<file path="config.mk">
export PLATFORM = sky130hd
export DESIGN_NAME = fetch_ctrl
export DESIGN_NICKNAME = d
export VERILOG_FILES = /design/src/rtl/fetch_ctrl.sv
export SDC_FILE = /design/constraint.sdc
export NUM_CORES = 1
export LEC_CHECK = 0
export CORE_MARGIN = 10
export CORE_UTILIZATION = 35
export DETAILED_ROUTE_END_ITERATION = 12
export DONT_BUFFER_PORTS = 1
export GPL_ROUTABILITY_DRIVEN = 0
export PLACE_DENSITY = 0.56
export SYNTH_ARGS = -nofsm -noshare
export SYNTH_HDL_FRONTEND = slang
export SYNTH_SLANG_ARGS = --single-unit
</file>
<file path="constraint.sdc">
create_clock -name clk -period 2 [get_ports clk]
set_input_delay 0.3 -clock clk [delete_from_list [all_inputs] [get_ports clk]]
set_output_delay 0.3 -clock clk [all_outputs]
set_load 0.02 [all_outputs]
</file>
<file path="src/rtl/fetch_ctrl.sv">
// Instruction fetch sequencer: owns the fetch PC, keeps one imem request in
// flight, holds the fetched word for ID and applies EX redirects.
module fetch_ctrl #(
    parameter int unsigned     XLEN     = 32,
    parameter logic [XLEN-1:0] RESET_PC = '0
) (
    input  logic            clk,
    input  logic            reset,
    input  logic            redirect_valid,
    input  logic [XLEN-1:0] redirect_pc,
    input  logic            id_ready,
    output logic            imem_req,
    output logic [XLEN-1:0] imem_addr,
    input  logic            imem_rvalid,
    input  logic [31:0]     imem_rdata,
    output logic [XLEN-1:0] PCF,
    output logic            if_valid,
    output logic [31:0]     if_instr,
    output logic [XLEN-1:0] if_pc,
    output logic [XLEN-1:0] if_pcplus4
);

    localparam logic [XLEN-1:0] ALIGN_MASK = ~XLEN'(3);
    localparam logic [XLEN-1:0] PC_STEP    = XLEN'(4);

    // FETCH: may issue; WAIT: live request; HOLD: word held for ID;
    // DRAIN: request outstanding but its response is stale.
    typedef enum logic [1:0] {
        S_FETCH = 2'd0,
        S_WAIT  = 2'd1,
        S_HOLD  = 2'd2,
        S_DRAIN = 2'd3
    } state_e;

    state_e          state_q, state_d;
    logic [XLEN-1:0] pcf_q, pcf_d;
    logic            if_valid_q, if_valid_d;
    logic [31:0]     if_instr_q, if_instr_d;
    logic [XLEN-1:0] if_pc_q, if_pc_d;
    logic [XLEN-1:0] if_pcplus4_q, if_pcplus4_d;
    logic [XLEN-1:0] redirect_tgt;

    // Redirect targets are always word aligned.
    assign redirect_tgt = redirect_pc & ALIGN_MASK;

    // Request strobe depends only on state, redirect and reset.
    assign imem_req   = (state_q == S_FETCH) && !redirect_valid && !reset;
    assign imem_addr  = pcf_q;
    assign PCF        = pcf_q;
    assign if_valid   = if_valid_q;
    assign if_instr   = if_instr_q;
    assign if_pc      = if_pc_q;
    assign if_pcplus4 = if_pcplus4_q;

    // Next-state and datapath: redirect beats response / ID accept.
    always_comb begin
        state_d      = state_q;
        pcf_d        = pcf_q;
        if_valid_d   = if_valid_q;
        if_instr_d   = if_instr_q;
        if_pc_d      = if_pc_q;
        if_pcplus4_d = if_pcplus4_q;
        case (state_q)
            S_FETCH: begin
                if (redirect_valid) begin
                    pcf_d = redirect_tgt;
                end else begin
                    state_d = S_WAIT;
                end
            end
            S_WAIT: begin
                if (redirect_valid) begin
                    pcf_d   = redirect_tgt;
                    state_d = imem_rvalid ? S_FETCH : S_DRAIN;
                end else if (imem_rvalid) begin
                    if_instr_d   = imem_rdata;
                    if_pc_d      = pcf_q;
                    if_pcplus4_d = pcf_q + PC_STEP;
                    if_valid_d   = 1'b1;
                    state_d      = S_HOLD;
                end
            end
            S_HOLD: begin
                if (redirect_valid) begin
                    if_valid_d = 1'b0;
                    pcf_d      = redirect_tgt;
                    state_d    = S_FETCH;
                end else if (id_ready) begin
                    if_valid_d = 1'b0;
                    pcf_d      = pcf_q + PC_STEP;
                    state_d    = S_FETCH;
                end
            end
            S_DRAIN: begin
                if (redirect_valid) begin
                    pcf_d = redirect_tgt;
                end
                if (imem_rvalid) begin
                    state_d = S_FETCH;
                end
            end
            default: state_d = S_FETCH;
        endcase
    end

    // State and output registers with synchronous reset.
    always_ff @(posedge clk) begin
        if (reset) begin
            state_q      <= S_FETCH;
            pcf_q        <= RESET_PC & ALIGN_MASK;
            if_valid_q   <= 1'b0;
            if_instr_q   <= '0;
            if_pc_q      <= '0;
            if_pcplus4_q <= '0;
        end else begin
            state_q      <= state_d;
            pcf_q        <= pcf_d;
            if_valid_q   <= if_valid_d;
            if_instr_q   <= if_instr_d;
            if_pc_q      <= if_pc_d;
            if_pcplus4_q <= if_pcplus4_d;
        end
    end

endmodule
</file>
# ---- Word-level counts from Yosys, hierarchy flattened
# Index checks and enable logic that the tools add are counted.
# W data, S select, Z words.
dict set report word_totals {
  word_cells 46
  output_inout_bits 162
  in_bits 69
  regBits 131
}
dict set report classes {
  n_mux 17
  bitwise_logic 1
  n_addsub 1
  n_eq_ne 10
  n_reduce_logical 11
}
# cell count
set op_table {}
lappend op_table {{$mux W32} 3}
lappend op_table {{$pmux W32 S2} 1}
lappend op_table {{$add A32 B3 Y32 const B} 1}
lappend op_table {{$mux W2} 7}
lappend op_table {{$ne A2 B2 Y1 const B} 4}
lappend op_table {{$pmux W2 S4} 1}
lappend op_table {{$reduce_and A4 Y1} 2}
lappend op_table {{$ne A3 B3 Y1 const B} 2}
lappend op_table {{$eq A2 B2 Y1 const B} 2}
lappend op_table {{$mux W1} 4}
lappend op_table {{$reduce_and A3 Y1} 1}
lappend op_table {{$reduce_or A3 Y1} 1}
lappend op_table {{$eq A2 B1 Y1 const B} 1}
lappend op_table {{$logic_and A1 B1 Y1} 2}
lappend op_table {{$logic_not A1 Y1} 2}
lappend op_table {{$logic_not A2 Y1} 1}
lappend op_table {{$ne A2 B1 Y1 const B} 1}
lappend op_table {{$pmux W1 S2} 1}
lappend op_table {{$reduce_and A2 Y1} 1}
lappend op_table {{$reduce_bool A2 Y1} 1}
lappend op_table {{$not A1 Y1} 1}

# ---- Depth between registers and ports, before layout
dict set report depth {
  ltp_word 4
  depth_mapped 8
  depth_no_buf 5
}

# ---- Worst setup path after synthesis
# OpenSTA, ideal clock, no wires.
dict set report synth_timing {
  path_type {register -> register}
  start {reg pcf_q[2] (netlist: PCF[2])}
  end {reg pcf_q[20] (netlist: PCF[20])}
  t_arrival_ns 2.221
  path_stages_with_launch 6
  required_time_ns 1.909
  path_slack_ns -0.312
  path_buffers 0
  period_less_slack_ns 2.312
  setup_time_ns 0.091
  cell_sequence {dfxtp_1 ha_1 nand4_4 or4_4 or4_1 a311oi_1}
}
dict set report synth_via {
  elab_chain_cells 4
}
# item line_no
set synth_rtl {}
lappend synth_rtl {{start, declared} 36} ;# logic [XLEN-1:0] pcf_q, pcf_d;
lappend synth_rtl {{start signal, assigned} 110} ;# pcf_q <= RESET_PC & ALIGN_MASK;
lappend synth_rtl {{start signal, assigned} 117} ;# pcf_q <= pcf_d;
lappend synth_rtl {{$add A32 B3 Y32} 90} ;# pcf_d = pcf_q + PC_STEP;
lappend synth_rtl {{$mux W32} 88} ;# end else if (id_ready) begin
lappend synth_rtl {{$mux W32} 84} ;# if (redirect_valid) begin
lappend synth_rtl {{$pmux W32 S2} 63} ;# case (state_q)
# No other way between the ends. The select of a mux whose other input is x is not followed.
# A chain may end at the register's enable or synchronous reset.

# ---- Worst setup path in the final report
dict set report layout_timing {
  start {reg pcf_q[12] (netlist: PCF[12])}
  end {reg pcf_q[20] (netlist: PCF[20])}
}
# The elaborated chain is that of the path after synthesis.

==> results.py <==
metrics = {
    "critical_path": {
        "startpoint": "PCF[12]$_SDFFE_PP0P_",
        "cp_slowest_stage_delay_ps": 600,
        "end_kind": "register",
        "cp-endpoint": "PCF[20]$_SDFFE_PP0P_",
        "ff2ff_path_depth": 4,
        "cp-start-kind": "register",
        "critPathSlowestCell": "or4_4",
        "reg2reg_slack_ps": 90,
        "cp.required_ps": 2310,
        "critical_path_arrival_ps": 2210,
        "worst-path-max-fanout": 5,
        "timing.rr.start": "PCF[12]$_SDFFE_PP0P_",
        "r2r-end": "PCF[20]$_SDFFE_PP0P_",
        "crit_type": "reg -> reg",
        "cp_cell_sequence": "nand4_1 -> or4_4 -> or4_1 -> a311oi_1",
    },
    "synth": {
        "syn_area_sq_mm": 0.006160,
        "synth.distinct_cells": 62,
        "yosys_register_bits": 125,
        "avgSynthCellArea_sq_um": 7.979,
        "yosysMostFrequentCell": "nand2_1",
        "synth_xor_area_share_pct": 1.848,
        "ys_warn_count": 0,
        "synth_top_family_by_area": "simple AND/OR/NAND/NOR gates",
        "synth_mux_area_share_pct": 0.3453,
        "synthAdderAreaFrac_pct": 0.2031,
        "synth.top_cell.area_share_pct": 40.63,
        "synth_cells": 772,
        "yosysSeqAreaShare_pct": 40.63,
        "async_flop_share_pct": 0,
        "synth_edf_count": 0,
        "yosys.area_share.simple_pct": 25.88,
        "synth_top_cells_by_area": "dfxtp_1, nand2_1, a21oi_1, buf_4, o21ai_0",
        "yosys-top-cells-count": "nand2_1, dfxtp_1, a21oi_1",
        "synth_compound_area_share_pct": 19.66,
        "yosysTopAreaCell": "dfxtp_1",
        "synth_ff_type": "dfxtp_1",
    },
    "clock_tree": {
        "insertion_delay_ps": 420,
        "cts-buffers-inserted": 17,
        "cts.htree.levels": 4,
        "clock_path_buffers": 2,
        "cts_sinks": 125,
        "root_buffer": "clkbuf_16",
        "cts_tree": "done",
        "postCtsSetupBuffers": 0,
        "clk_pin_slew_ps": 60,
    },
    "finish": {
        "instances_no_fill": 993,
        "area_growth_pct": 13.63,
        "layout-drive-gt1-share_pct": 16.41,
        "antenna_cells": 0,
        "fin_nets": 826,
    },
    "route": {
        "num_vias": 5650,
        "drc": 0,
        "drt_wl_total_um": 21240,
        "ant_nets": 0,
        "viasPerCell": 5.690,
        "first_pass_iters": 5,
        "wl_per_cell_um": 21.39,
        "first_iter_violations": 535,
    },
    "sta": {
        "slew_violations": 0,
        "finClkSkew_ps": 15.34,
        "setup_violations": 0,
        "grt_setup_unrepaired": "no",
        "fmax_ghz": 0.5249,
        "fin_crit_sh_pct": 95.25,
        "finalCriticalPeriod_ps": 1905,
        "setup-tns-final_ps": 0,
        "hold_viol": 0,
        "worstMarginPinSlew_ps": 577.7,
        "slew_headroom_pct": 61.25,
    },
    "power": {
        "worst_ir_drop_vdd_mv": 0.6205,
        "power_density_mw_per_mm2": 902.7,
        "leakage_nw": 2.428,
        "finalPower_mw": 6.318,
    },
    "grt": {
        "antenna_found_initial": 1,
        "grt_pass1_wl_um": 32530,
        "grt_max_degree": 86,
        "grt_pass1_vias": 5489,
        "track_usage_pct": 17.34,
        "grt_overflow": 0,
    },
    "place": {
        "port_buffers": 0,
        "dp_cells": 960,
        "dp_hpwl_um": 15140,
    },
    "worst_hold_path": {
        "hp-class": "in -> reg",
    },
    "floorplan": {
        "die_h_um": 152.7,
        "die_area_sq_mm": 0.02331,
        "ios": 231,
        "start_util_pct": 35.61,
        "die_x_um": 152.7,
        "coreArea_sq_mm": 0.01730,
        "fp-row-count": 48,
    },
    "run": {
        "maxCapViolations": 0,
    },
    "run_status": {
        "status": "completed",
    },
}
worst min path at each step:
stage | start | to | depth (start not counted)
after floorplan | redirect_pc[2] | PCF[2]$_SDFFE_PP0P_ | 2
after global placement | reset | if_pc[31]$_SDFFE_PP0P_ | 1
after detailed placement | reset | if_pc[26]$_SDFFE_PP0P_ | 1
after CTS | imem_rdata[30] | if_instr[30]$_SDFFE_PP0P_ | 2
after global routing | imem_rdata[24] | if_instr[24]$_SDFFE_PP0P_ | 2
final | imem_rdata[9] | if_instr[9]$_SDFFE_PP0P_ | 2
timing repair:
action,4_1_cts,5_1_grt
hold buffers,2,0
hold endpoints to repair,85,0
pin swaps,1,1
endpoints found under the setup margin,1,6
resized for setup,0,3
final cells by class:
| cell class | instances | area [sq um] |
|---|---|---|
| Tap cell | 225 | 281.5 |
| Sequential cell | 125 | 2524 |
| Clock buffer | 26 | 540.5 |
| Timing Repair Buffer | 70 | 585.6 |
| Inverter | 6 | 22.52 |
| Clock inverter | 5 | 27.53 |
| Fill cell | 1810 | 10300 |
| Multi-Input combinational cell | 536 | 3018 |
power breakdown:
| group | total, mW | leakage [nW] | switching [mW] | internal [mW] |
|---|---|---|---|---|
| clock | 2.94 | 0.283 | 1.10 | 1.84 |
| sequential | 2.74 | 1.02 | 0.151 | 2.59 |
| combinational | 0.636 | 1.12 | 0.428 | 0.209 |
| total | 6.32 | 2.43 | 1.68 | 4.64 |
metal layers:
| metal | vias up | GRT usage (%) | wire [um] |
|---|---|---|---|
| met5 | - | 0 | 20 |
| met4 | 2 | 5.086 | 248 |
| met3 | 22 | 8.552 | 2457 |
| met2 | 280 | 26.56 | 9638 |
| met1 | 2662 | 20.92 | 8873 |
| li1 | 2684 | - | - |
placed cells by master (no fill, tap or decap), types with 14 or more instances in the layout:
cell       count
nand2_1      150
dfxtp_1      112
a21oi_1       82
buf_4         65
o21ai_0       42
nor2_1        29
a311oi_1      21
nand4_1       19
clkbuf_16     18
nand3_1       16
and3_1        14
worst max-delay path: cells and delay by family, from the launching register on:
| family | cells | cell delay, ps |
|---|---|---|
| and+or+nand+nor | 3 | 1220 |
| DFF | 1 | 350 |
| AOI/OAI and AO/OA | 1 | 230 |
kinds of logic after synthesis:
logic type | after synthesis
compound gates | 197
xor+xnor | 13
fa+ha+maj | 1
buf+inv | 118
flops | 125
mux | 2
other cells | 1
simple gates | 315
flip-flops by register name, indices dropped and copies added (netlist names):
signal and flops:
PCF 30, if_instr 32, if_pc 30, if_pcplus4 30
if_valid 1, state_q 2
through the flow:
step	setup slack (ps)	hold WS [ps]	cell area [sq um]	util, %
3_3_place_gp	65.54	380.7	6390	36.94
6_report	94.93	19.39	6999	40.47
5_1_grt	3.309	8.838	6999	40.47
4_1_cts	28.86	1.822	6995	40.44
2_1_floorplan	0.9854	434.2	6218	-
3_5_place_dp	8.566	384.8	6390	36.94
Note: power is estimated with default switching activity, not from simulation.
